===== config.mk =====
export PLATFORM = sky130hd
export DESIGN_NAME = holy_axi_arbiter_flat
export DESIGN_NICKNAME = d
export VERILOG_FILES = /design/src/rtl/holy_axi_arbiter_pkg.sv /design/src/rtl/holy_axi_arbiter_if.sv /design/src/rtl/holy_axi_arbiter.sv /design/src/flat_wrapper.sv
export SDC_FILE = /design/constraint.sdc
export NUM_CORES = 1
export LEC_CHECK = 0
export ABC_AREA = 1
export ABC_CLOCK_PERIOD_IN_PS = 2100
export CORE_AREA = 2 2 223 225
export DETAILED_ROUTE_END_ITERATION = 16
export DIE_AREA = 0 0 225 227
export GPL_TIMING_DRIVEN = 1
export PLACE_DENSITY = 0.46
export SYNTH_ARGS = -nofsm -noshare
export SYNTH_HDL_FRONTEND = slang
export SYNTH_SLANG_ARGS = --single-unit
export TNS_END_PERCENT = 30

===== constraint.sdc =====
create_clock -name aclk -period 2.1 [get_ports aclk]
set_input_delay 0.42 -clock aclk [delete_from_list [all_inputs] [get_ports aclk]]
set_output_delay 0.42 -clock aclk [all_outputs]
set_load 0.02 [all_outputs]

===== src/rtl/holy_axi_arbiter_pkg.sv =====
// holy_core_pkg: shared cache and arbiter state types for the holy core memory subsystem.
// arb_state_t lives next to cache_state_t so caches and arbiter agree on encodings.
package holy_core_pkg;

    typedef enum logic [2:0] {
        IDLE,
        SENDING_WRITE_REQ,
        SENDING_WRITE_DATA,
        WAITING_WRITE_RES,
        SENDING_READ_REQ,
        RECEIVING_READ_DATA
    } cache_state_t;

    typedef enum logic [1:0] {
        ARB_IDLE,
        ARB_SERVE_I,
        ARB_SERVE_D
    } arb_state_t;

    typedef enum logic {
        ICACHE,
        DCACHE
    } grant_t;

endpackage


===== src/rtl/holy_axi_arbiter_if.sv =====
// axi_if: AXI4 bundle with master/slave views, shared by the caches, the arbiter and memory.
interface axi_if #(
    parameter int ADDR_WIDTH = 32,
    parameter int DATA_WIDTH = 32,
    parameter int ID_WIDTH   = 4
);
    logic [ID_WIDTH-1:0]     awid;
    logic [ADDR_WIDTH-1:0]   awaddr;
    logic [7:0]              awlen;
    logic [2:0]              awsize;
    logic [1:0]              awburst;
    logic                    awvalid;
    logic                    awready;
    logic [DATA_WIDTH-1:0]   wdata;
    logic [DATA_WIDTH/8-1:0] wstrb;
    logic                    wlast;
    logic                    wvalid;
    logic                    wready;
    logic [ID_WIDTH-1:0]     bid;
    logic [1:0]              bresp;
    logic                    bvalid;
    logic                    bready;
    logic [ID_WIDTH-1:0]     arid;
    logic [ADDR_WIDTH-1:0]   araddr;
    logic [7:0]              arlen;
    logic [2:0]              arsize;
    logic [1:0]              arburst;
    logic                    arvalid;
    logic                    arready;
    logic [ID_WIDTH-1:0]     rid;
    logic [DATA_WIDTH-1:0]   rdata;
    logic [1:0]              rresp;
    logic                    rlast;
    logic                    rvalid;
    logic                    rready;

    modport master (
        output awid, awaddr, awlen, awsize, awburst, awvalid,
        input  awready,
        output wdata, wstrb, wlast, wvalid,
        input  wready,
        input  bid, bresp, bvalid,
        output bready,
        output arid, araddr, arlen, arsize, arburst, arvalid,
        input  arready,
        input  rid, rdata, rresp, rlast, rvalid,
        output rready
    );

    modport slave (
        input  awid, awaddr, awlen, awsize, awburst, awvalid,
        output awready,
        input  wdata, wstrb, wlast, wvalid,
        output wready,
        output bid, bresp, bvalid,
        input  bready,
        input  arid, araddr, arlen, arsize, arburst, arvalid,
        output arready,
        output rid, rdata, rresp, rlast, rvalid,
        input  rready
    );

endinterface


===== src/rtl/holy_axi_arbiter.sv =====
// holy_axi_arbiter: shares one AXI memory port between the I- and D-cache, grant held until read rlast.
// HOLY_ARB_ROUND_ROBIN_EN selects round-robin ties; otherwise the D-cache has fixed priority.
module holy_axi_arbiter
    import holy_core_pkg::*;
#(
    parameter int TIMEOUT_CYCLES = 1024
) (
    input  logic         aclk,
    input  logic         rst_n,
    axi_if.slave         s_axi_icache,
    axi_if.slave         s_axi_dcache,
    input  cache_state_t i_cache_state,
    input  cache_state_t d_cache_state,
    axi_if.master        m_axi,
    output arb_state_t   arb_state,
    output logic         timeout_err
);

    localparam int CW = $clog2(TIMEOUT_CYCLES + 1);
    localparam logic [CW-1:0] WD_MAX = CW'(TIMEOUT_CYCLES);

    logic          sel_i, sel_d, serving;
    logic          i_req, d_req, pick_d;
    logic          r_done, any_hs;
    logic [CW-1:0] wd_cnt, wd_nxt;

    assign sel_i   = arb_state == ARB_SERVE_I;
    assign sel_d   = arb_state == ARB_SERVE_D;
    assign serving = sel_i | sel_d;
    assign i_req   = i_cache_state != IDLE;
    assign d_req   = d_cache_state != IDLE;

`ifdef HOLY_ARB_ROUND_ROBIN_EN
    grant_t last_grant;
    assign pick_d = d_req & (!i_req | last_grant == ICACHE);
`else
    assign pick_d = d_req;
`endif

    // valids and readies toward memory are gated by the grant, so reset drops them immediately
    assign m_axi.awid    = sel_d ? s_axi_dcache.awid    : s_axi_icache.awid;
    assign m_axi.awaddr  = sel_d ? s_axi_dcache.awaddr  : s_axi_icache.awaddr;
    assign m_axi.awlen   = sel_d ? s_axi_dcache.awlen   : s_axi_icache.awlen;
    assign m_axi.awsize  = sel_d ? s_axi_dcache.awsize  : s_axi_icache.awsize;
    assign m_axi.awburst = sel_d ? s_axi_dcache.awburst : s_axi_icache.awburst;
    assign m_axi.awvalid = sel_d ? s_axi_dcache.awvalid : sel_i & s_axi_icache.awvalid;
    assign m_axi.wdata   = sel_d ? s_axi_dcache.wdata   : s_axi_icache.wdata;
    assign m_axi.wstrb   = sel_d ? s_axi_dcache.wstrb   : s_axi_icache.wstrb;
    assign m_axi.wlast   = sel_d ? s_axi_dcache.wlast   : s_axi_icache.wlast;
    assign m_axi.wvalid  = sel_d ? s_axi_dcache.wvalid  : sel_i & s_axi_icache.wvalid;
    assign m_axi.bready  = sel_d ? s_axi_dcache.bready  : sel_i & s_axi_icache.bready;
    assign m_axi.arid    = sel_d ? s_axi_dcache.arid    : s_axi_icache.arid;
    assign m_axi.araddr  = sel_d ? s_axi_dcache.araddr  : s_axi_icache.araddr;
    assign m_axi.arlen   = sel_d ? s_axi_dcache.arlen   : s_axi_icache.arlen;
    assign m_axi.arsize  = sel_d ? s_axi_dcache.arsize  : s_axi_icache.arsize;
    assign m_axi.arburst = sel_d ? s_axi_dcache.arburst : s_axi_icache.arburst;
    assign m_axi.arvalid = sel_d ? s_axi_dcache.arvalid : sel_i & s_axi_icache.arvalid;
    assign m_axi.rready  = sel_d ? s_axi_dcache.rready  : sel_i & s_axi_icache.rready;

    assign s_axi_icache.awready = sel_i & m_axi.awready;
    assign s_axi_icache.wready  = sel_i & m_axi.wready;
    assign s_axi_icache.bvalid  = sel_i & m_axi.bvalid;
    assign s_axi_icache.arready = sel_i & m_axi.arready;
    assign s_axi_icache.rvalid  = sel_i & m_axi.rvalid;
    assign s_axi_icache.bid     = m_axi.bid;
    assign s_axi_icache.bresp   = m_axi.bresp;
    assign s_axi_icache.rid     = m_axi.rid;
    assign s_axi_icache.rdata   = m_axi.rdata;
    assign s_axi_icache.rresp   = m_axi.rresp;
    assign s_axi_icache.rlast   = m_axi.rlast;

    assign s_axi_dcache.awready = sel_d & m_axi.awready;
    assign s_axi_dcache.wready  = sel_d & m_axi.wready;
    assign s_axi_dcache.bvalid  = sel_d & m_axi.bvalid;
    assign s_axi_dcache.arready = sel_d & m_axi.arready;
    assign s_axi_dcache.rvalid  = sel_d & m_axi.rvalid;
    assign s_axi_dcache.bid     = m_axi.bid;
    assign s_axi_dcache.bresp   = m_axi.bresp;
    assign s_axi_dcache.rid     = m_axi.rid;
    assign s_axi_dcache.rdata   = m_axi.rdata;
    assign s_axi_dcache.rresp   = m_axi.rresp;
    assign s_axi_dcache.rlast   = m_axi.rlast;

    // only the final read beat releases; write responses of any kind keep the grant
    assign r_done = m_axi.rvalid & m_axi.rready & m_axi.rlast;
    assign any_hs = (m_axi.awvalid & m_axi.awready) | (m_axi.wvalid & m_axi.wready) |
                    (m_axi.bvalid & m_axi.bready) | (m_axi.arvalid & m_axi.arready) |
                    (m_axi.rvalid & m_axi.rready);
    assign wd_nxt = (!serving || any_hs) ? '0 : wd_cnt == WD_MAX ? wd_cnt : wd_cnt + CW'(1);

    always_ff @(posedge aclk or negedge rst_n) begin
        if (!rst_n) begin
            arb_state   <= ARB_IDLE;
            wd_cnt      <= '0;
            timeout_err <= 1'b0;
`ifdef HOLY_ARB_ROUND_ROBIN_EN
            last_grant  <= ICACHE;
`endif
        end else begin
            arb_state   <= serving ? (r_done ? ARB_IDLE : arb_state) :
                           pick_d ? ARB_SERVE_D : i_req ? ARB_SERVE_I : ARB_IDLE;
            wd_cnt      <= wd_nxt;
            timeout_err <= timeout_err | (wd_nxt == WD_MAX);
`ifdef HOLY_ARB_ROUND_ROBIN_EN
            if (!serving && (pick_d || i_req)) last_grant <= pick_d ? DCACHE : ICACHE;
`endif
        end
    end

endmodule


===== src/flat_wrapper.sv =====
// flat-port wrapper written by rule: the top's interface ports become plain ports
module holy_axi_arbiter_flat import holy_core_pkg::*;
#(
    parameter int TIMEOUT_CYCLES = 1024
)
  (aclk, rst_n, i_cache_state, d_cache_state, arb_state, timeout_err, s_axi_icache_awid, s_axi_icache_awaddr, s_axi_icache_awlen, s_axi_icache_awsize, s_axi_icache_awburst, s_axi_icache_awvalid, s_axi_icache_awready, s_axi_icache_wdata, s_axi_icache_wstrb, s_axi_icache_wlast, s_axi_icache_wvalid, s_axi_icache_wready, s_axi_icache_bid, s_axi_icache_bresp, s_axi_icache_bvalid, s_axi_icache_bready, s_axi_icache_arid, s_axi_icache_araddr, s_axi_icache_arlen, s_axi_icache_arsize, s_axi_icache_arburst, s_axi_icache_arvalid, s_axi_icache_arready, s_axi_icache_rid, s_axi_icache_rdata, s_axi_icache_rresp, s_axi_icache_rlast, s_axi_icache_rvalid, s_axi_icache_rready, s_axi_dcache_awid, s_axi_dcache_awaddr, s_axi_dcache_awlen, s_axi_dcache_awsize, s_axi_dcache_awburst, s_axi_dcache_awvalid, s_axi_dcache_awready, s_axi_dcache_wdata, s_axi_dcache_wstrb, s_axi_dcache_wlast, s_axi_dcache_wvalid, s_axi_dcache_wready, s_axi_dcache_bid, s_axi_dcache_bresp, s_axi_dcache_bvalid, s_axi_dcache_bready, s_axi_dcache_arid, s_axi_dcache_araddr, s_axi_dcache_arlen, s_axi_dcache_arsize, s_axi_dcache_arburst, s_axi_dcache_arvalid, s_axi_dcache_arready, s_axi_dcache_rid, s_axi_dcache_rdata, s_axi_dcache_rresp, s_axi_dcache_rlast, s_axi_dcache_rvalid, s_axi_dcache_rready, m_axi_awid, m_axi_awaddr, m_axi_awlen, m_axi_awsize, m_axi_awburst, m_axi_awvalid, m_axi_awready, m_axi_wdata, m_axi_wstrb, m_axi_wlast, m_axi_wvalid, m_axi_wready, m_axi_bid, m_axi_bresp, m_axi_bvalid, m_axi_bready, m_axi_arid, m_axi_araddr, m_axi_arlen, m_axi_arsize, m_axi_arburst, m_axi_arvalid, m_axi_arready, m_axi_rid, m_axi_rdata, m_axi_rresp, m_axi_rlast, m_axi_rvalid, m_axi_rready);
  axi_if s_axi_icache_i ();
  axi_if s_axi_dcache_i ();
  axi_if m_axi_i ();
  input  logic aclk;
  input  logic rst_n;
  input  cache_state_t i_cache_state;
  input  cache_state_t d_cache_state;
  output arb_state_t arb_state;
  output logic timeout_err;
  input wire logic [$bits(s_axi_icache_i.awid)-1:0] s_axi_icache_awid;
  input wire logic [$bits(s_axi_icache_i.awaddr)-1:0] s_axi_icache_awaddr;
  input wire logic [$bits(s_axi_icache_i.awlen)-1:0] s_axi_icache_awlen;
  input wire logic [$bits(s_axi_icache_i.awsize)-1:0] s_axi_icache_awsize;
  input wire logic [$bits(s_axi_icache_i.awburst)-1:0] s_axi_icache_awburst;
  input wire logic [$bits(s_axi_icache_i.awvalid)-1:0] s_axi_icache_awvalid;
  output wire logic [$bits(s_axi_icache_i.awready)-1:0] s_axi_icache_awready;
  input wire logic [$bits(s_axi_icache_i.wdata)-1:0] s_axi_icache_wdata;
  input wire logic [$bits(s_axi_icache_i.wstrb)-1:0] s_axi_icache_wstrb;
  input wire logic [$bits(s_axi_icache_i.wlast)-1:0] s_axi_icache_wlast;
  input wire logic [$bits(s_axi_icache_i.wvalid)-1:0] s_axi_icache_wvalid;
  output wire logic [$bits(s_axi_icache_i.wready)-1:0] s_axi_icache_wready;
  output wire logic [$bits(s_axi_icache_i.bid)-1:0] s_axi_icache_bid;
  output wire logic [$bits(s_axi_icache_i.bresp)-1:0] s_axi_icache_bresp;
  output wire logic [$bits(s_axi_icache_i.bvalid)-1:0] s_axi_icache_bvalid;
  input wire logic [$bits(s_axi_icache_i.bready)-1:0] s_axi_icache_bready;
  input wire logic [$bits(s_axi_icache_i.arid)-1:0] s_axi_icache_arid;
  input wire logic [$bits(s_axi_icache_i.araddr)-1:0] s_axi_icache_araddr;
  input wire logic [$bits(s_axi_icache_i.arlen)-1:0] s_axi_icache_arlen;
  input wire logic [$bits(s_axi_icache_i.arsize)-1:0] s_axi_icache_arsize;
  input wire logic [$bits(s_axi_icache_i.arburst)-1:0] s_axi_icache_arburst;
  input wire logic [$bits(s_axi_icache_i.arvalid)-1:0] s_axi_icache_arvalid;
  output wire logic [$bits(s_axi_icache_i.arready)-1:0] s_axi_icache_arready;
  output wire logic [$bits(s_axi_icache_i.rid)-1:0] s_axi_icache_rid;
  output wire logic [$bits(s_axi_icache_i.rdata)-1:0] s_axi_icache_rdata;
  output wire logic [$bits(s_axi_icache_i.rresp)-1:0] s_axi_icache_rresp;
  output wire logic [$bits(s_axi_icache_i.rlast)-1:0] s_axi_icache_rlast;
  output wire logic [$bits(s_axi_icache_i.rvalid)-1:0] s_axi_icache_rvalid;
  input wire logic [$bits(s_axi_icache_i.rready)-1:0] s_axi_icache_rready;
  input wire logic [$bits(s_axi_dcache_i.awid)-1:0] s_axi_dcache_awid;
  input wire logic [$bits(s_axi_dcache_i.awaddr)-1:0] s_axi_dcache_awaddr;
  input wire logic [$bits(s_axi_dcache_i.awlen)-1:0] s_axi_dcache_awlen;
  input wire logic [$bits(s_axi_dcache_i.awsize)-1:0] s_axi_dcache_awsize;
  input wire logic [$bits(s_axi_dcache_i.awburst)-1:0] s_axi_dcache_awburst;
  input wire logic [$bits(s_axi_dcache_i.awvalid)-1:0] s_axi_dcache_awvalid;
  output wire logic [$bits(s_axi_dcache_i.awready)-1:0] s_axi_dcache_awready;
  input wire logic [$bits(s_axi_dcache_i.wdata)-1:0] s_axi_dcache_wdata;
  input wire logic [$bits(s_axi_dcache_i.wstrb)-1:0] s_axi_dcache_wstrb;
  input wire logic [$bits(s_axi_dcache_i.wlast)-1:0] s_axi_dcache_wlast;
  input wire logic [$bits(s_axi_dcache_i.wvalid)-1:0] s_axi_dcache_wvalid;
  output wire logic [$bits(s_axi_dcache_i.wready)-1:0] s_axi_dcache_wready;
  output wire logic [$bits(s_axi_dcache_i.bid)-1:0] s_axi_dcache_bid;
  output wire logic [$bits(s_axi_dcache_i.bresp)-1:0] s_axi_dcache_bresp;
  output wire logic [$bits(s_axi_dcache_i.bvalid)-1:0] s_axi_dcache_bvalid;
  input wire logic [$bits(s_axi_dcache_i.bready)-1:0] s_axi_dcache_bready;
  input wire logic [$bits(s_axi_dcache_i.arid)-1:0] s_axi_dcache_arid;
  input wire logic [$bits(s_axi_dcache_i.araddr)-1:0] s_axi_dcache_araddr;
  input wire logic [$bits(s_axi_dcache_i.arlen)-1:0] s_axi_dcache_arlen;
  input wire logic [$bits(s_axi_dcache_i.arsize)-1:0] s_axi_dcache_arsize;
  input wire logic [$bits(s_axi_dcache_i.arburst)-1:0] s_axi_dcache_arburst;
  input wire logic [$bits(s_axi_dcache_i.arvalid)-1:0] s_axi_dcache_arvalid;
  output wire logic [$bits(s_axi_dcache_i.arready)-1:0] s_axi_dcache_arready;
  output wire logic [$bits(s_axi_dcache_i.rid)-1:0] s_axi_dcache_rid;
  output wire logic [$bits(s_axi_dcache_i.rdata)-1:0] s_axi_dcache_rdata;
  output wire logic [$bits(s_axi_dcache_i.rresp)-1:0] s_axi_dcache_rresp;
  output wire logic [$bits(s_axi_dcache_i.rlast)-1:0] s_axi_dcache_rlast;
  output wire logic [$bits(s_axi_dcache_i.rvalid)-1:0] s_axi_dcache_rvalid;
  input wire logic [$bits(s_axi_dcache_i.rready)-1:0] s_axi_dcache_rready;
  output wire logic [$bits(m_axi_i.awid)-1:0] m_axi_awid;
  output wire logic [$bits(m_axi_i.awaddr)-1:0] m_axi_awaddr;
  output wire logic [$bits(m_axi_i.awlen)-1:0] m_axi_awlen;
  output wire logic [$bits(m_axi_i.awsize)-1:0] m_axi_awsize;
  output wire logic [$bits(m_axi_i.awburst)-1:0] m_axi_awburst;
  output wire logic [$bits(m_axi_i.awvalid)-1:0] m_axi_awvalid;
  input wire logic [$bits(m_axi_i.awready)-1:0] m_axi_awready;
  output wire logic [$bits(m_axi_i.wdata)-1:0] m_axi_wdata;
  output wire logic [$bits(m_axi_i.wstrb)-1:0] m_axi_wstrb;
  output wire logic [$bits(m_axi_i.wlast)-1:0] m_axi_wlast;
  output wire logic [$bits(m_axi_i.wvalid)-1:0] m_axi_wvalid;
  input wire logic [$bits(m_axi_i.wready)-1:0] m_axi_wready;
  input wire logic [$bits(m_axi_i.bid)-1:0] m_axi_bid;
  input wire logic [$bits(m_axi_i.bresp)-1:0] m_axi_bresp;
  input wire logic [$bits(m_axi_i.bvalid)-1:0] m_axi_bvalid;
  output wire logic [$bits(m_axi_i.bready)-1:0] m_axi_bready;
  output wire logic [$bits(m_axi_i.arid)-1:0] m_axi_arid;
  output wire logic [$bits(m_axi_i.araddr)-1:0] m_axi_araddr;
  output wire logic [$bits(m_axi_i.arlen)-1:0] m_axi_arlen;
  output wire logic [$bits(m_axi_i.arsize)-1:0] m_axi_arsize;
  output wire logic [$bits(m_axi_i.arburst)-1:0] m_axi_arburst;
  output wire logic [$bits(m_axi_i.arvalid)-1:0] m_axi_arvalid;
  input wire logic [$bits(m_axi_i.arready)-1:0] m_axi_arready;
  input wire logic [$bits(m_axi_i.rid)-1:0] m_axi_rid;
  input wire logic [$bits(m_axi_i.rdata)-1:0] m_axi_rdata;
  input wire logic [$bits(m_axi_i.rresp)-1:0] m_axi_rresp;
  input wire logic [$bits(m_axi_i.rlast)-1:0] m_axi_rlast;
  input wire logic [$bits(m_axi_i.rvalid)-1:0] m_axi_rvalid;
  output wire logic [$bits(m_axi_i.rready)-1:0] m_axi_rready;
  assign s_axi_icache_i.awid = s_axi_icache_awid;
  assign s_axi_icache_i.awaddr = s_axi_icache_awaddr;
  assign s_axi_icache_i.awlen = s_axi_icache_awlen;
  assign s_axi_icache_i.awsize = s_axi_icache_awsize;
  assign s_axi_icache_i.awburst = s_axi_icache_awburst;
  assign s_axi_icache_i.awvalid = s_axi_icache_awvalid;
  assign s_axi_icache_awready = s_axi_icache_i.awready;
  assign s_axi_icache_i.wdata = s_axi_icache_wdata;
  assign s_axi_icache_i.wstrb = s_axi_icache_wstrb;
  assign s_axi_icache_i.wlast = s_axi_icache_wlast;
  assign s_axi_icache_i.wvalid = s_axi_icache_wvalid;
  assign s_axi_icache_wready = s_axi_icache_i.wready;
  assign s_axi_icache_bid = s_axi_icache_i.bid;
  assign s_axi_icache_bresp = s_axi_icache_i.bresp;
  assign s_axi_icache_bvalid = s_axi_icache_i.bvalid;
  assign s_axi_icache_i.bready = s_axi_icache_bready;
  assign s_axi_icache_i.arid = s_axi_icache_arid;
  assign s_axi_icache_i.araddr = s_axi_icache_araddr;
  assign s_axi_icache_i.arlen = s_axi_icache_arlen;
  assign s_axi_icache_i.arsize = s_axi_icache_arsize;
  assign s_axi_icache_i.arburst = s_axi_icache_arburst;
  assign s_axi_icache_i.arvalid = s_axi_icache_arvalid;
  assign s_axi_icache_arready = s_axi_icache_i.arready;
  assign s_axi_icache_rid = s_axi_icache_i.rid;
  assign s_axi_icache_rdata = s_axi_icache_i.rdata;
  assign s_axi_icache_rresp = s_axi_icache_i.rresp;
  assign s_axi_icache_rlast = s_axi_icache_i.rlast;
  assign s_axi_icache_rvalid = s_axi_icache_i.rvalid;
  assign s_axi_icache_i.rready = s_axi_icache_rready;
  assign s_axi_dcache_i.awid = s_axi_dcache_awid;
  assign s_axi_dcache_i.awaddr = s_axi_dcache_awaddr;
  assign s_axi_dcache_i.awlen = s_axi_dcache_awlen;
  assign s_axi_dcache_i.awsize = s_axi_dcache_awsize;
  assign s_axi_dcache_i.awburst = s_axi_dcache_awburst;
  assign s_axi_dcache_i.awvalid = s_axi_dcache_awvalid;
  assign s_axi_dcache_awready = s_axi_dcache_i.awready;
  assign s_axi_dcache_i.wdata = s_axi_dcache_wdata;
  assign s_axi_dcache_i.wstrb = s_axi_dcache_wstrb;
  assign s_axi_dcache_i.wlast = s_axi_dcache_wlast;
  assign s_axi_dcache_i.wvalid = s_axi_dcache_wvalid;
  assign s_axi_dcache_wready = s_axi_dcache_i.wready;
  assign s_axi_dcache_bid = s_axi_dcache_i.bid;
  assign s_axi_dcache_bresp = s_axi_dcache_i.bresp;
  assign s_axi_dcache_bvalid = s_axi_dcache_i.bvalid;
  assign s_axi_dcache_i.bready = s_axi_dcache_bready;
  assign s_axi_dcache_i.arid = s_axi_dcache_arid;
  assign s_axi_dcache_i.araddr = s_axi_dcache_araddr;
  assign s_axi_dcache_i.arlen = s_axi_dcache_arlen;
  assign s_axi_dcache_i.arsize = s_axi_dcache_arsize;
  assign s_axi_dcache_i.arburst = s_axi_dcache_arburst;
  assign s_axi_dcache_i.arvalid = s_axi_dcache_arvalid;
  assign s_axi_dcache_arready = s_axi_dcache_i.arready;
  assign s_axi_dcache_rid = s_axi_dcache_i.rid;
  assign s_axi_dcache_rdata = s_axi_dcache_i.rdata;
  assign s_axi_dcache_rresp = s_axi_dcache_i.rresp;
  assign s_axi_dcache_rlast = s_axi_dcache_i.rlast;
  assign s_axi_dcache_rvalid = s_axi_dcache_i.rvalid;
  assign s_axi_dcache_i.rready = s_axi_dcache_rready;
  assign m_axi_awid = m_axi_i.awid;
  assign m_axi_awaddr = m_axi_i.awaddr;
  assign m_axi_awlen = m_axi_i.awlen;
  assign m_axi_awsize = m_axi_i.awsize;
  assign m_axi_awburst = m_axi_i.awburst;
  assign m_axi_awvalid = m_axi_i.awvalid;
  assign m_axi_i.awready = m_axi_awready;
  assign m_axi_wdata = m_axi_i.wdata;
  assign m_axi_wstrb = m_axi_i.wstrb;
  assign m_axi_wlast = m_axi_i.wlast;
  assign m_axi_wvalid = m_axi_i.wvalid;
  assign m_axi_i.wready = m_axi_wready;
  assign m_axi_i.bid = m_axi_bid;
  assign m_axi_i.bresp = m_axi_bresp;
  assign m_axi_i.bvalid = m_axi_bvalid;
  assign m_axi_bready = m_axi_i.bready;
  assign m_axi_arid = m_axi_i.arid;
  assign m_axi_araddr = m_axi_i.araddr;
  assign m_axi_arlen = m_axi_i.arlen;
  assign m_axi_arsize = m_axi_i.arsize;
  assign m_axi_arburst = m_axi_i.arburst;
  assign m_axi_arvalid = m_axi_i.arvalid;
  assign m_axi_i.arready = m_axi_arready;
  assign m_axi_i.rid = m_axi_rid;
  assign m_axi_i.rdata = m_axi_rdata;
  assign m_axi_i.rresp = m_axi_rresp;
  assign m_axi_i.rlast = m_axi_rlast;
  assign m_axi_i.rvalid = m_axi_rvalid;
  assign m_axi_rready = m_axi_i.rready;
  holy_axi_arbiter #(.TIMEOUT_CYCLES(TIMEOUT_CYCLES)) u_core (.aclk(aclk), .rst_n(rst_n), .s_axi_icache(s_axi_icache_i), .s_axi_dcache(s_axi_dcache_i), .i_cache_state(i_cache_state), .d_cache_state(d_cache_state), .m_axi(m_axi_i), .arb_state(arb_state), .timeout_err(timeout_err));
endmodule

==> impl_metrics.ini <==
[run_status]
status = finished with violations
violations = setup timing

[run]
max-cap-violations = 0

[synth]
syn_area_per_cell_sq_um = 4.951
ys.flop_type = dfrtp_1
async_flop_share_pct = 100.0
synth_top_area_cell = nand2_1
synth_common_cells = nand2_1 (460), buf_4 (90), inv_1 (32), nor2_1 (17), clkbuf_1 (16)
synth-seq-cells = 14
netlist_top_cells_area = nand2_1 (50%), buf_4 (20%), dfrtp_1 (10%)
yosysMostFrequentCell = nand2_1
synth_edf_count = 0
synth_fp_nets = 1040
syn_area_sq_um = 3456
ys_types = 29
syn_inst = 698
synth_top_area_share_pct = 49.96
seq_area_frac_synth_pct = 10.14
ys_warn_count = 0

[cts]
h-tree-depth = 1
worstSkewPairLatency_ns = 0.24
cts_root_buf = clkbuf_16
clk_pin_slew_ns = 0.05
numCtsBuffers = 3
cts_sinks = 14
clockBufferDepth = 2
cts_tree = done

[routing]
vias = 5473
wl_met1_mm = 9.199
met3_length_mm = 2.144
wl_per_cell_microns = 13.43
drt_iter0_drc = 131
drc = 0
firstDrtPassIters = 4
wl_met2_mm = 11.40
drtAntennaViolNets = 0
wl_mm = 23.12
viasPerCell = 3.180
dr.max_layer_used = met4

[timing]
fin_skew_ns = 0.0005870
drv_slew = 0
setup_ws_ns = -0.0007548
tightest_slew_ns = 0.6300
relSlewSlack_pct = 57.87
post-route-min-period_ns = 2.101
setup_violations = 1
max_freq_mhz = 476.0
rsz0062_at_grt = yes
min_period_over_period_pct = 100.0
timing_hold_violations_final = 0

[worst_setup_path]
critPathRequiredTime_ns = 1.68
critPathKind = reg -> out
crit_fanout = 13
worstPathArrival_ns = 1.68
critical_path.startpoint_type = flip-flop
crit_path_end_kind = output port

[power_and_ir_drop]
ir_worst_vdd_v = 0.0005410
power.leakage_nw = 4.341
power_density_nw_per_um2 = 1322

[floorplan]
num_io_pins = 581
rows = 81
die_area_sq_um = 51080
die_w_microns = 225
coreArea_sq_um = 48550
die_h_microns = 227
initial_core_util_pct = 7.119

[global_route]
grt_pass1_vias = 5422
grt_overflow_total = 0
grt_pass1_wl_mm = 31.13
grtUsageTotal_pct = 7.971
antenna_found_initial = 3
grt_max_degree = 25

[place]
place_ws_ns = -0.1920
io_buffers = 448
gp_congestion = 0.8773
hpwlAfterDp_mm = 19.01

[worst_hold_path]
hp-class = reg -> reg

[layout]
drive_above_1_share_pct = 25.77
syn_to_final_growth_pct = 152.9
postLayoutCoreUtil_pct = 18.01
fin_nets = 1441
final timing paths:
kind | slack (ns) | endpoint | cells after the start | start
hold / removal | 0.46 | u_core.timeout_err | 2 | u_core.timeout_err
setup / recovery | -0.0008 | m_axi_arsize[0] | 7 | u_core.arb_state[0]
setup reg to reg | 0.09 | u_core.timeout_err | 15 | u_core.arb_state[0]
min in group asynchronous | 0.58 | u_core.timeout_err | 1 | rst_n
hold reg to reg | 0.46 | u_core.timeout_err | 2 | u_core.timeout_err
max in group asynchronous | 1.12 | u_core.arb_state[1] | 1 | rst_n
what timing repair did:
action / in CTS / in global routing
setup buffers: 4 / 1
hold buffers: 0 / 0
cloned: 3 / 4
endpoints found under the setup margin: 148 / 117
gates resized for setup: 564 / 206
pin swaps: 4 / 36
placed cells by master (no fill, tap or decap), types with 3 or more instances in the layout:
cell / instances
inv_1: 30
buf_12: 11
buf_16: 3
dfrtp_1: 14
nand3_1: 13
nand2_1: 415
buf_8: 3
nand3_2: 3
nand2_2: 44
nor2_1: 16
nand2_4: 5
buf_4: 69
buf_2: 55
dlygate4sd2_1: 9
and2_4: 3
clkdlybuf4s50_1: 298
clkbuf_16: 7
nor2_2: 3
buf_6: 60
clkbuf_2: 3
where the power goes:
group	internal [mW]	total, mW	switching [mW]
combinational	4.94	10.8	5.90
sequential	0.299	0.324	0.0254
clock	0.288	0.393	0.105
state kept, by name, summed over array words and instances, names as in the netlist:
register	cells
u_core.arb_state	2
u_core.timeout_err	1
u_core.wd_cnt	11
through the flow:
step                      setup TNS [ns]  hold slack, ns  instances  instance area [sq um]  power [mW]
final                         -0.0007548          0.4649       1721                   8741       11.56
after detailed placement          -14.94          0.4576       1705                   8472       10.58
after global placement            -16.09          0.4564       1705                   8472       10.61
after floorplan                        0          0.1244        698                   3456       5.223
after CTS                        -0.1425          0.4688       1716                   8270       10.58
after global routing              -1.409          0.5133       1720                   8738       12.47
area by class of cell:
type	instances	area [sq um]
flip-flops and latches	14	350.3
inverters	35	136.4
multi-input cells	527	2336
repair buffers	518	5049
diodes	1	2.502
well taps	622	778.2
fillers	5585	39800
clock buffers	4	88.84
layer usage:
layer,vias up,GRT usage [%]
met4,0,1.367
met1,2355,9.448
li1,2787,-
met5,-,0
met2,290,14.60
met3,41,2.026
cell families after synthesis:
logic type	Yosys count	synth area share, %
AOI/OAI and AO/OA	8	1.376
buffers and inverters	157	27.66
DFF	14	10.14
and+or+nand+nor	511	58.36
adders and majority gates	4	1.448
xor gates and xnor gates	4	1.014
critical path, cell delays in order, from the launching register on:
cell       delay (ns)
dfrtp_1          0.38
inv_2            0.08
ha_4             0.20
buf_12           0.15
bufbuf_16        0.29
nand2_1          0.07
nand2_1          0.11
buf_4            0.15
No activity file was read; power rests on OpenSTA's default activity.
